==> src/rtl/trap_sequencer.sv <==
// trap_sequencer: serialises trap entry / MRET over the single CSR write port.
// Flow: drain the pipeline, write mepc/mcause/mtval/mstatus (mstatus only for
// MRET), redirect fetch, update privilege.
// Optional feature: define TRAP_VECTORED_EN to honour mtvec vectored mode for
// interrupts; without it every trap targets the mtvec base (direct mode).
module trap_sequencer #(
    parameter int XLEN = 64
) (
    input  logic            CLK,
    input  logic            RESET_N,
    input  logic            TRAP_REQ,
    input  logic [63:0]     TRAP_CAUSE,
    input  logic [XLEN-1:0] TRAP_PC,
    input  logic [XLEN-1:0] TRAP_TVAL,
    input  logic            MRET,
    input  logic            PIPE_DRAINED,
    input  logic [XLEN-1:0] MTVEC_IN,
    input  logic [XLEN-1:0] MEPC_IN,
    input  logic [XLEN-1:0] MSTATUS_IN,
    output logic            STALL,
    output logic            FLUSH,
    output logic            CSR_WE,
    output logic [11:0]     CSR_ADDR,
    output logic [XLEN-1:0] CSR_WDATA,
    output logic            PC_REDIRECT,
    output logic [XLEN-1:0] PC_TARGET,
    output logic [1:0]      PRIVILEGE,
    output logic            BUSY
);

    typedef enum logic [2:0] {
        S_IDLE, S_DRAIN, S_EPC, S_CAUSE, S_TVAL, S_STATUS, S_REDIR
    } state_t;

    localparam logic [XLEN-1:0] LOW2_MASK = ~XLEN'(3);

    state_t          r_state, w_next;
    logic            r_ret;
    logic [63:0]     r_cause;
    logic [XLEN-1:0] r_pc, r_tval;
    logic [1:0]      r_priv_cap;   // privilege at the moment the trap was taken
    logic [1:0]      r_ret_priv;   // MPP sampled when mstatus is rewritten on MRET
    logic [1:0]      r_priv;
    logic [XLEN-1:0] r_status_wdata;
    logic [XLEN-1:0] r_pc_target;
    logic [XLEN-1:0] w_status;
    logic [XLEN-1:0] w_target;

    // State register
    always_ff @(posedge CLK or negedge RESET_N) begin
        if (!RESET_N) r_state <= S_IDLE;
        else          r_state <= w_next;
    end

    // Next-state logic; requests are only looked at in IDLE
    always_comb begin
        w_next = r_state;
        case (r_state)
            S_IDLE:   if (TRAP_REQ || MRET) w_next = S_DRAIN;
            S_DRAIN:  if (PIPE_DRAINED) w_next = r_ret ? S_STATUS : S_EPC;
            S_EPC:    w_next = S_CAUSE;
            S_CAUSE:  w_next = S_TVAL;
            S_TVAL:   w_next = S_STATUS;
            S_STATUS: w_next = S_REDIR;
            S_REDIR:  w_next = S_IDLE;
            default:  w_next = S_IDLE;
        endcase
    end

    // New mstatus value: trap entry stacks MIE into MPIE, MRET unstacks it
    always_comb begin
        w_status = MSTATUS_IN;
        if (r_ret) begin
            w_status[3]     = MSTATUS_IN[7];
            w_status[7]     = 1'b1;
            w_status[12:11] = 2'b00;
        end else begin
            w_status[7]     = MSTATUS_IN[3];
            w_status[3]     = 1'b0;
            w_status[12:11] = r_priv_cap;
        end
    end

    // Redirect target: mepc for MRET, mtvec base (optionally vectored) for traps
    always_comb begin
        w_target = MTVEC_IN & LOW2_MASK;
        if (r_ret) begin
            w_target = MEPC_IN & LOW2_MASK;
        end
`ifdef TRAP_VECTORED_EN
        else if (MTVEC_IN[1:0] == 2'b01 && r_cause[63]) begin
            w_target = (MTVEC_IN & LOW2_MASK) + XLEN'({r_cause[5:0], 2'b00});
        end
`endif
    end

    // Capture request context and pre-register values that depend on live CSR
    // inputs, so no input reaches an output combinationally
    always_ff @(posedge CLK or negedge RESET_N) begin
        if (!RESET_N) begin
            r_ret          <= 1'b0;
            r_cause        <= '0;
            r_pc           <= '0;
            r_tval         <= '0;
            r_priv_cap     <= '0;
            r_ret_priv     <= '0;
            r_priv         <= 2'd3;
            r_status_wdata <= '0;
            r_pc_target    <= '0;
        end else begin
            if (r_state == S_IDLE && TRAP_REQ) begin
                r_ret      <= 1'b0;
                r_cause    <= TRAP_CAUSE;
                r_pc       <= TRAP_PC;
                r_tval     <= TRAP_TVAL;
                r_priv_cap <= r_priv;
            end else if (r_state == S_IDLE && MRET) begin
                r_ret <= 1'b1;
            end
            if (w_next == S_STATUS && r_state != S_STATUS) begin
                r_status_wdata <= w_status;
                r_ret_priv     <= MSTATUS_IN[12:11];
            end
            if (w_next == S_REDIR) begin
                r_pc_target <= w_target;
                r_priv      <= r_ret ? r_ret_priv : 2'd3;
            end
        end
    end

    // Output decode from the state register and registered context only
    always_comb begin
        STALL       = (r_state != S_IDLE);
        BUSY        = (r_state != S_IDLE);
        FLUSH       = (r_state == S_DRAIN);
        PC_REDIRECT = (r_state == S_REDIR);
        PC_TARGET   = r_pc_target;
        PRIVILEGE   = r_priv;
        CSR_WE      = 1'b0;
        CSR_ADDR    = 12'h000;
        CSR_WDATA   = '0;
        case (r_state)
            S_EPC:    begin CSR_WE = 1'b1; CSR_ADDR = 12'h341; CSR_WDATA = r_pc & LOW2_MASK; end
            S_CAUSE:  begin CSR_WE = 1'b1; CSR_ADDR = 12'h342; CSR_WDATA = XLEN'(r_cause); end
            S_TVAL:   begin CSR_WE = 1'b1; CSR_ADDR = 12'h343; CSR_WDATA = r_tval; end
            S_STATUS: begin CSR_WE = 1'b1; CSR_ADDR = 12'h300; CSR_WDATA = r_status_wdata; end
            default:  ;
        endcase
    end

endmodule

==> config.mk <==
export PLATFORM = sky130hd
export DESIGN_NAME = trap_sequencer
export DESIGN_NICKNAME = d
export VERILOG_FILES = /design/src/rtl/trap_sequencer.sv
export SDC_FILE = /design/constraint.sdc
export NUM_CORES = 1
export LEC_CHECK = 0
export ABC_AREA = 1
export CORE_AREA = 2 2 210 212
export DETAILED_ROUTE_END_ITERATION = 8
export DIE_AREA = 0 0 212 214
export PLACE_DENSITY = 0.63
export SLEW_MARGIN = 40
export SYNTH_ARGS = -nofsm -noshare
export SYNTH_HDL_FRONTEND = slang
export SYNTH_SLANG_ARGS = --single-unit
==> constraint.sdc <==
create_clock -name CLK -period 2.2 [get_ports CLK]
set_input_delay 0.33 -clock CLK [delete_from_list [all_inputs] [get_ports CLK]]
set_output_delay 0.33 -clock CLK [all_outputs]
set_load 0.05 [all_outputs]
== Word-level counts from Yosys, hierarchy flattened ==
Index checks and enable logic that the tools add are counted.

* Flip-flop bits (word level): 330
* Output and inout bits: 147
* Bits of input ports: 389

* Mux-type cells: 14
* Reduce and logical (&&, ||, !) cells: 8
* Eq/ne operators: 9

{| class="wikitable"
|+ Operators with widths
! operator !! count
|-
| $pmux 64 s4 || 1
|-
| $mux 64 || 1
|-
| $pmux 10 s4 || 1
|-
| $pmux 3 s6 || 1
|-
| $eq 3x3->1 const B || 5
|-
| $mux 3 || 3
|-
| $eq 3x2->1 const B || 2
|-
| $mux 1 || 5
|-
| $mux 2 || 2
|-
| $reduce_or 4->1 || 1
|-
| $eq 3x1->1 const B || 1
|-
| $logic_and 1x1->1 || 3
|-
| $logic_not 3->1 || 1
|-
| $ne 3x3->1 const B || 1
|-
| $reduce_bool 3->1 || 1
|-
| $reduce_bool 2->1 || 1
|-
| $logic_or 1x1->1 || 1
|}

== Logic depth before layout (Yosys ltp) ==
Gate-level depths: netlist of the first run.

* Depth after elaboration: 5
* Mapped depth: 11

== Worst setup path before layout of the first run ==
Ideal clock, no wire load.

* Kind: register to output
* Start: register r_state[0]
* End: output port CSR_ADDR[8]
* Slack: -0.212 ns
* Data arrival time: 2.082 ns
* Stages on the path, launching flop included: 8
* Cell sequence: dfrtp_1 -> inv_2 -> nor2_1 -> nand2_2 -> clkbuf_1 -> clkbuf_1 -> nand3_1 -> buf_4

* Longest elaborated chain between the ends: 2
* Elaborated cells between the ends (all ways): 5
* Those cells by class: eq/ne: 4; mux: 1

{| class="wikitable"
|+ RTL lines
! element !! RTL line !! text
|-
| start: declaration || 37 || <nowiki>state_t r_state, w_next;</nowiki>
|-
| start signal: assignment || 52 || <nowiki>else r_state <= w_next;</nowiki>
|-
| $eq 3x3->1 or $eq 3x2->1 (tied branches) || 142 || <nowiki>case (r_state)</nowiki>
|-
| $pmux 10 s4 * || 142 ||
|-
| end: declaration || 23 || <nowiki>output logic [11:0] CSR_ADDR,</nowiki>
|}

Mark *: on every way between the ends. The rest lies on a longest branch, timed or not.

== Worst setup path after layout of the first run ==
* Start: register r_state[0]
* End: output port CSR_WDATA[12]

* Longest elaborated chain between the ends: 2
* Elaborated cells between the ends (all ways): 5
* Those cells by class: eq/ne: 4; mux: 1

{| class="wikitable"
|+ RTL lines
! element !! RTL line !! text
|-
| $eq 3x3->1 or $eq 3x2->1 (tied branches) || 142 ||
|-
| $pmux 64 s4 * || 142 ||
|-
| end: declaration || 24 || <nowiki>output logic [XLEN-1:0] CSR_WDATA,</nowiki>
|}

Marks and branches as above.

==> impl_results.md, run 1 <==
- Outcome: finished with violations
- Failing checks: setup timing
- H-Tree Depth: 2
- Hold/Removal Path Class: input port to flop
- Largest net degree at the start of global routing: 125
- TritonCTS clock tree: done
- CP max FO: 7
- Most used DFF post-synth: dfrtp_1
- Port Buffers: 520
- Met1 Use GR: 30.4%
- FF-to-FF End: r_pc[50]
- Cts bufs inserted: 38
- Setup crit end: CSR_WDATA[12]
- Sum Neg Setup Slack: -11930 ps
- Post-synthesis cell type count: 21
- Synth warn: 0
- Layout cells sized above 1: about a fifth
- GR Util met2: a little over two fifths
- CP most frequent cell: buf_12
- Cell Pwr Density: 1710 mW/mm²
- WL/cell: 20.8 µm
- Initial antenna violation count: 20
- Initial core utilization: 34.0%
- Setup ws final: -235 ps
- Internal power: around 22000 µW
- Die Span Y: 214 µm
- Synth area leaders: dfrtp_1 56%, nand2_1 24%, nor2_1 3.5%, a22oi_1 3.2%, o31ai_1 3.2%
- DRC: 0
- Max-capacitance violation count: 0
- HPWL Detailed: approximately 38000 µm
- Pre-antenna DRT Iters: 7
- Crit path time final: about 2400 ps
- Cells after Synth: 1802
- CTS Buffer Depth: 3
- Period utilization: 111%
- Critical Path Max Stage Delay: 470 ps
- CP arrival: 2110 ps
- Area grow syn2layout: 69.2%
- Post-layout net count: 2714
- Row count: 76
- Worst setup path start: r_state[0]
- Placer Congestion: 0.831
- Pleak: 0.0120 µW
- Combinational share of power: slightly below 60%
- Mean post-synth cell area: 8.09 µm²
- Clk root buf: clkbuf_16
- Fmax: a little over 400 MHz
- CTS Sinks: 326
- Post-synth top area share: 55.6%
- R2r setup slk: 20 ps
- Total die area: 0.0454 mm²
- Clock Latency Late Sink: 560 ps
- I/O pin cnt: 536
- Slowest cell on crit path: dfrtp_2
- Via/cell ratio: 5.02
- Placed Area: 0.0212 mm²
- Final ANT Viol Nets: 0
- GR Layer Usage met3: 6.83%
- Most frequent cells after synthesis: 913 x nand2_1, 324 x dfrtp_1, 137 x nor2_1
- First-pass GRT wire length: 87900 µm
- Slew HR: 54.2%
- Core area: 0.0429 mm²
- Kind of critical path: flop to output pin
- Vias in the first global route: 14876
- Worst-margin pin slew: 687 ps
- Setup violators final: 70
- Placed Instances: 2819
- Horiz. Die Dim: 212 µm
- Flops & latches, synth: 326
- Critical R2R Launch: r_state[0]
- Fill count: 3707
- Grt ovf: 0
- Hold path startpoint: TRAP_TVAL[51]
- WL final: 61400 µm
- Post-Syn Area: 0.0146 mm²
- Post-synth EDFFs: 0
- Hold Fails Final Rpt: 0
- Cell Count, Final, Fillers Out: 2952
- Startpoint class of the critical path: flop
- P_sw: 19600 µW
- Crit path depth: 8
- Async SR Flop Fraction: 100%
- Worst r2r path cells: 11
- RSZ-0062 raised after global routing: true
- Buffers & Inverters on Critical Path: 4
- Vias: 14810
- Sw Ratio: a little under half
- Most numerous cell in the Yosys netlist: nand2_1
- Critical-path cell list: buf_12, nor2_4, nand2_4, clkinv_8, buf_12, nand2_2, nand3_2, buf_12
- Worst ir drop on vdd: 0.948 mV
- Critical path endpoint category: output pin
- Crit path max-delay family: buffers and inverters
- Max-slew violation count: 0
- Crit path required time: 1870 ps
- Post-synthesis sequential area ratio: 56.0%
- GRT busiest layer: met2
- Clock network fraction of total power: 15.4%
- Clock skew: 13.0 ps
- Top cell type by total area after synthesis: dfrtp_1
- GRT Total Usage: about a quarter
- Flop pwr share: 25.9%
- First DRT Iteration DRCs: 1237
- Clock Pin Slew Worst Setup and Hold Paths: around 60 ps
- Dpl ws: 203 ps
- Post-route cell area: 0.0247 mm²
-- worst min-delay path by stage --
stage                         end  slack, ps  cells past startpoint
finish                 r_tval[51]        310                      3
floorplan           PC_TARGET[10]         30                      0
CTS                      r_pc[20]        280                      3
global placement        r_tval[0]        310                      1
detailed placement    r_cause[62]        320                      1
global route          r_cause[15]        300                      3
-- final cells by class --
cell class | instances | area, µm² | share of cell area (%)
timing repair buffer | 608 | 7370 | 29.9
multi-input combinational | 1331 | 6980 | 28.3
clock inverter | 8 | 93.8 | 0.380
timing repair inverter | 2 | 32.5 | 0.132
sequential | 326 | 8170 | 33.1
inverter | 18 | 108 | 0.436
clock buffer | 61 | 1160 | 4.70
antenna | 13 | 32.5 | 0.132
tap | 585 | 732 | 2.97
-- metrics by stage --
step           utilization, %  hold slack (ps)  power [µW]
6_report                 57.5              308       42100
5_1_grt                  57.5              296       44300
4_1_cts                  54.8              283       40000
3_5_place_dp             49.5              315       32000
3_3_place_gp             49.5              312       31600
2_1_floorplan               -             34.4       22600
-- metal layers --
metal	vias up	routed length (µm)
met2	649	29900
met1	7162	24000
met5	-	80
met3	137	5020
met4	12	2420
li1	6850	-
-- worst reg2reg max path, delay by kind of cell, from the launching register on --
kind	cells	cell delay [ps]
buffers and inverters	6	930
AND/OR/NAND/NOR	5	680
flip-flops	1	470
-- flip-flops by register name, summed over array words and instances, names as in the netlist --
name,cells
PC_TARGET,62
PRIVILEGE,2
r_cause,64
r_pc,62
r_priv_cap,2
r_ret,1
r_ret_priv,2
r_state,3
r_status_wdata,64
r_tval,64
-- kinds of logic after synthesis --
family | after synthesis | synth area share, %
simple gates | 1192 | 32.7
flops | 326 | 56.0
buf+inv | 153 | 4.76
compound gates | 130 | 6.59
other cells | 1 | 0.0257
-- what timing repair did --
item | 4_1_cts | 5_1_grt
resized for setup | 138 | 173
setup endpoints to repair | 68 | 69
hold endpoints to repair | 45 | 0
buffers inserted | 14 | 10
pin swaps | 19 | 42
hold buffers | 1 | 0
cloned | 10 | 20
-- power by group through the flow --
stage               combinational [µW]  clock [µW]  sequential, µW
finish                           24700        6480           10900
global route                     26200        6840           11200
CTS                              22900        6570           10600
detailed placement               21500           0           10500
global placement                 21200           0           10400
floorplan                        10400           0           12200
-- placed cells by master, fill, tap and decap left out, types with 13 or more instances in the layout --
master           netlist  layout
nand4_1               66      66
clkbuf_16              0      51
clkdlybuf4s50_1        0     439
diode_2                0      13
buf_4                 14      33
buf_12                 0     100
nand2_4                0      40
nand2_2                1      25
nand2_1              913     849
dfrtp_1              324     320
a22oi_2                0      61
nand3_2                2      44
o31ai_1               62      62
nor2_1               137     134
nand3_4                0      25
Power figures use the tool's default switching activity.
==> inputs of run 2 (changes only) <==
CTS_CLUSTER_SIZE = 24   (was default)
==> results of run 2 <==
Same layout as run 1: the final DEF is identical, and so are final timing and power.
==> inputs of run 3 (changes only) <==
MAX_ROUTING_LAYER = met4   (was default)
SKIP_CTS_REPAIR_TIMING = 1   (was default)
==> impl_results.md, run 3 (synthesized netlist as in run 1, its figures left out) <==
- Outcome: finished with violations (unchanged)
- Failing checks: setup timing (unchanged)
- Max-capacitance violation count: 0 (unchanged)
- Total die area: 0.0454 mm² (unchanged)
- WL final: 58600 µm (was 61400 µm)
- CTS Buffer Depth: 3 (unchanged)
- GR Layer Usage met3: 6.41% (was 6.83%)
- Worst r2r path cells: 9 (was 11)
- GR Util met2: 39.9% (was 42.4%)
- Worst-margin pin slew: 690 ps (was 687 ps)
- Via/cell ratio: 4.95 (was 5.02)
- Commonest non-fill, non-tap cells in the layout: 881 x nand2_1, 439 x clkdlybuf4s50_1, 320 x dfrtp_1 (was 849 x nand2_1, 439 x clkdlybuf4s50_1, 320 x dfrtp_1)
- Startpoint class of the critical path: flop (unchanged)
- Row count: 76 (unchanged)
- Pre-antenna DRT Iters: 8 (was 7)
- Setup ws final: -229 ps (was -235 ps)
- Top Registers: r_cause (64), r_status_wdata (64), r_tval (64) (unchanged)
- Worst ir drop on vdd: 0.944 mV (was 0.948 mV)
- GRT Total Usage: 24.5% (was 25.4%)
- Grt ovf: 0 (unchanged)
- Layout cells sized above 1: 14.5% (was 18.9%)
- Critical R2R Launch: r_state[1] (was r_state[0])
- Crit path time final: 2430 ps (was 2440 ps)
- Critical path endpoint category: output pin (unchanged)
- Fmax: 412 MHz (was 411 MHz)
- Setup violators final: 67 (was 70)
- Largest net degree at the start of global routing: 125 (unchanged)
- TritonCTS clock tree: done (unchanged)
- Met1 Use GR: 28.8% (was 30.4%)
- DRC: 0 (unchanged)
- GRT busiest layer: met2 (unchanged)
- Period utilization: 110% (was 111%)
- Area grow syn2layout: 62.7% (was 69.2%)
- Placer Congestion: 0.843 (was 0.831)
- H-Tree Depth: 2 (unchanged)
- Core area: 0.0429 mm² (unchanged)
- Worst setup path start: r_state[1] (was r_state[0])
- Cell Pwr Density: 1700 mW/mm² (was 1710 mW/mm²)
- Most common cell after layout, fill and taps aside: nand2_1 (unchanged)
- Hold Fails Final Rpt: 0 (unchanged)
- FF-to-FF End: r_status_wdata[28] (was r_pc[50])
- Dpl ws: 203 ps (unchanged)
- Setup crit end: CSR_WDATA[31] (was CSR_WDATA[12])
- Initial core utilization: 34.0% (unchanged)
- RSZ-0062 raised after global routing: true (unchanged)
- Initial antenna violation count: 17 (was 20)
- Post-layout net count: 2694 (was 2714)
- Clock Latency Late Sink: 560 ps (about the same)
- First-pass GRT wire length: 82900 µm (was 87900 µm)
- CTS Sinks: 326 (unchanged)
- Pleak: 0.0115 µW (was 0.0120 µW)
- Cts bufs inserted: 38 (unchanged)
- Port Buffers: 520 (unchanged)
- R2r setup slk: 220 ps (was 20 ps)
- Die Span Y: 214 µm (unchanged)
- Slew HR: 54.0% (was 54.2%)
- CP max FO: 15 (was 7)
- Vias in the first global route: 14331 (was 14876)
- HPWL Detailed: 37600 µm (unchanged)
- Hold/Removal Path Class: input port to flop (unchanged)
- Fill count: 3853 (was 3707)
- CP arrival: 2100 ps (was 2110 ps)
- Clock skew: 15.7 ps (was 13.0 ps)
- First DRT Iteration DRCs: 1181 (was 1237)
- Kind of critical path: flop to output pin (unchanged)
- Clock Pin Slew Worst Setup and Hold Paths: 60 ps (about the same)
- Hold slack final: 307 ps (was 308 ps)
- I/O pin cnt: 536 (unchanged)
- Clk root buf: clkbuf_16 (unchanged)
- Vias: 14517 (was 14810)
- Final ANT Viol Nets: 0 (unchanged)
- Max-slew violation count: 0 (unchanged)
- WL/cell: 20.0 µm (was 20.8 µm)
- Crit path required time: 1870 ps (about the same)
- Horiz. Die Dim: 212 µm (unchanged)
run 3: cell count changes in the layout (fill, tap and decap cells not counted), moves of 3 or more:
| cell | previous run | this run |
|---|---|---|
| diode_2 | 13 | 16 |
| nand3_1 | 2 | 8 |
| a22oi_2 | 61 | 17 |
| nand3_2 | 44 | 50 |
| buf_16 | 9 | 2 |
| nand2_4 | 40 | 10 |
| a22oi_1 | 1 | 45 |
| buf_12 | 100 | 96 |
| buf_4 | 33 | 27 |
| nand2_1 | 849 | 881 |
| nand3_4 | 25 | 13 |
run 3: area by class of cell:
| class | instances | area, µm² | area share [%] |
|---|---|---|---|
| Sequential cell | 326 | 8170 | 34.4 |
| Clock buffer | 61 | 1160 | 4.89 |
| Tap cell | 585 | 732 | 3.09 |
| Timing Repair inverter | 1 | 11.3 | 0.0475 |
| Timing Repair Buffer | 589 | 7020 | 29.6 |
| Clock inverter | 8 | 93.8 | 0.396 |
| Inverter | 18 | 105 | 0.443 |
| Multi-Input combinational cell | 1331 | 6400 | 27.0 |
| Antenna cell | 16 | 40.0 | 0.169 |
run 3: worst min-delay path by stage:
stage,startpoint,slack [ps],cells after the start,end
finish,TRAP_TVAL[26],310,3,r_tval[26]
global route,TRAP_CAUSE[15],290,3,r_cause[15]
CTS,RESET_N,-270,1,r_cause[62]
detailed placement,RESET_N,320,1,r_cause[62]
global placement,RESET_N,310,1,r_tval[0]
floorplan,RESET_N,30,0,PC_TARGET[10]
run 3: critical path: stages, from the launching register on:
cell,delay [ps]
dfrtp_2,460
nand2_2,110
nor2_4,70
buf_4,140
buf_12,150
a22oi_1,260
nand3_1,170
buf_12,180
run 3: metal layers:
metal  vias up  wire, µm
met5         -         0
met4         0      1820
met3        87      4660
met2       605     28900
met1      7021     23200
li1       6804         -
run 3: power by group:
group          switching [µW]  internal, µW  total [µW]
combinational           14300          8890       23200
sequential               1730          8900       10600
clock                    2630          3840        6460
total                   18700         21600       40300
run 3: metrics by stage:
| stage | cell area [µm²] | util (%) | setup TNS, ps | std cells | total power (µW) |
|---|---|---|---|---|---|
| floorplan | 14600 | - | 0 | 1810 | 22600 |
| global placement | 21200 | 49.5 | 0 | 2819 | 31600 |
| detailed placement | 21200 | 49.5 | 0 | 2819 | 32000 |
| CTS | 22500 | 52.5 | -21600 | 2888 | 38600 |
| global route | 23700 | 55.3 | -16670 | 2933 | 42600 |
| finish | 23700 | 55.3 | -11400 | 2935 | 40300 |
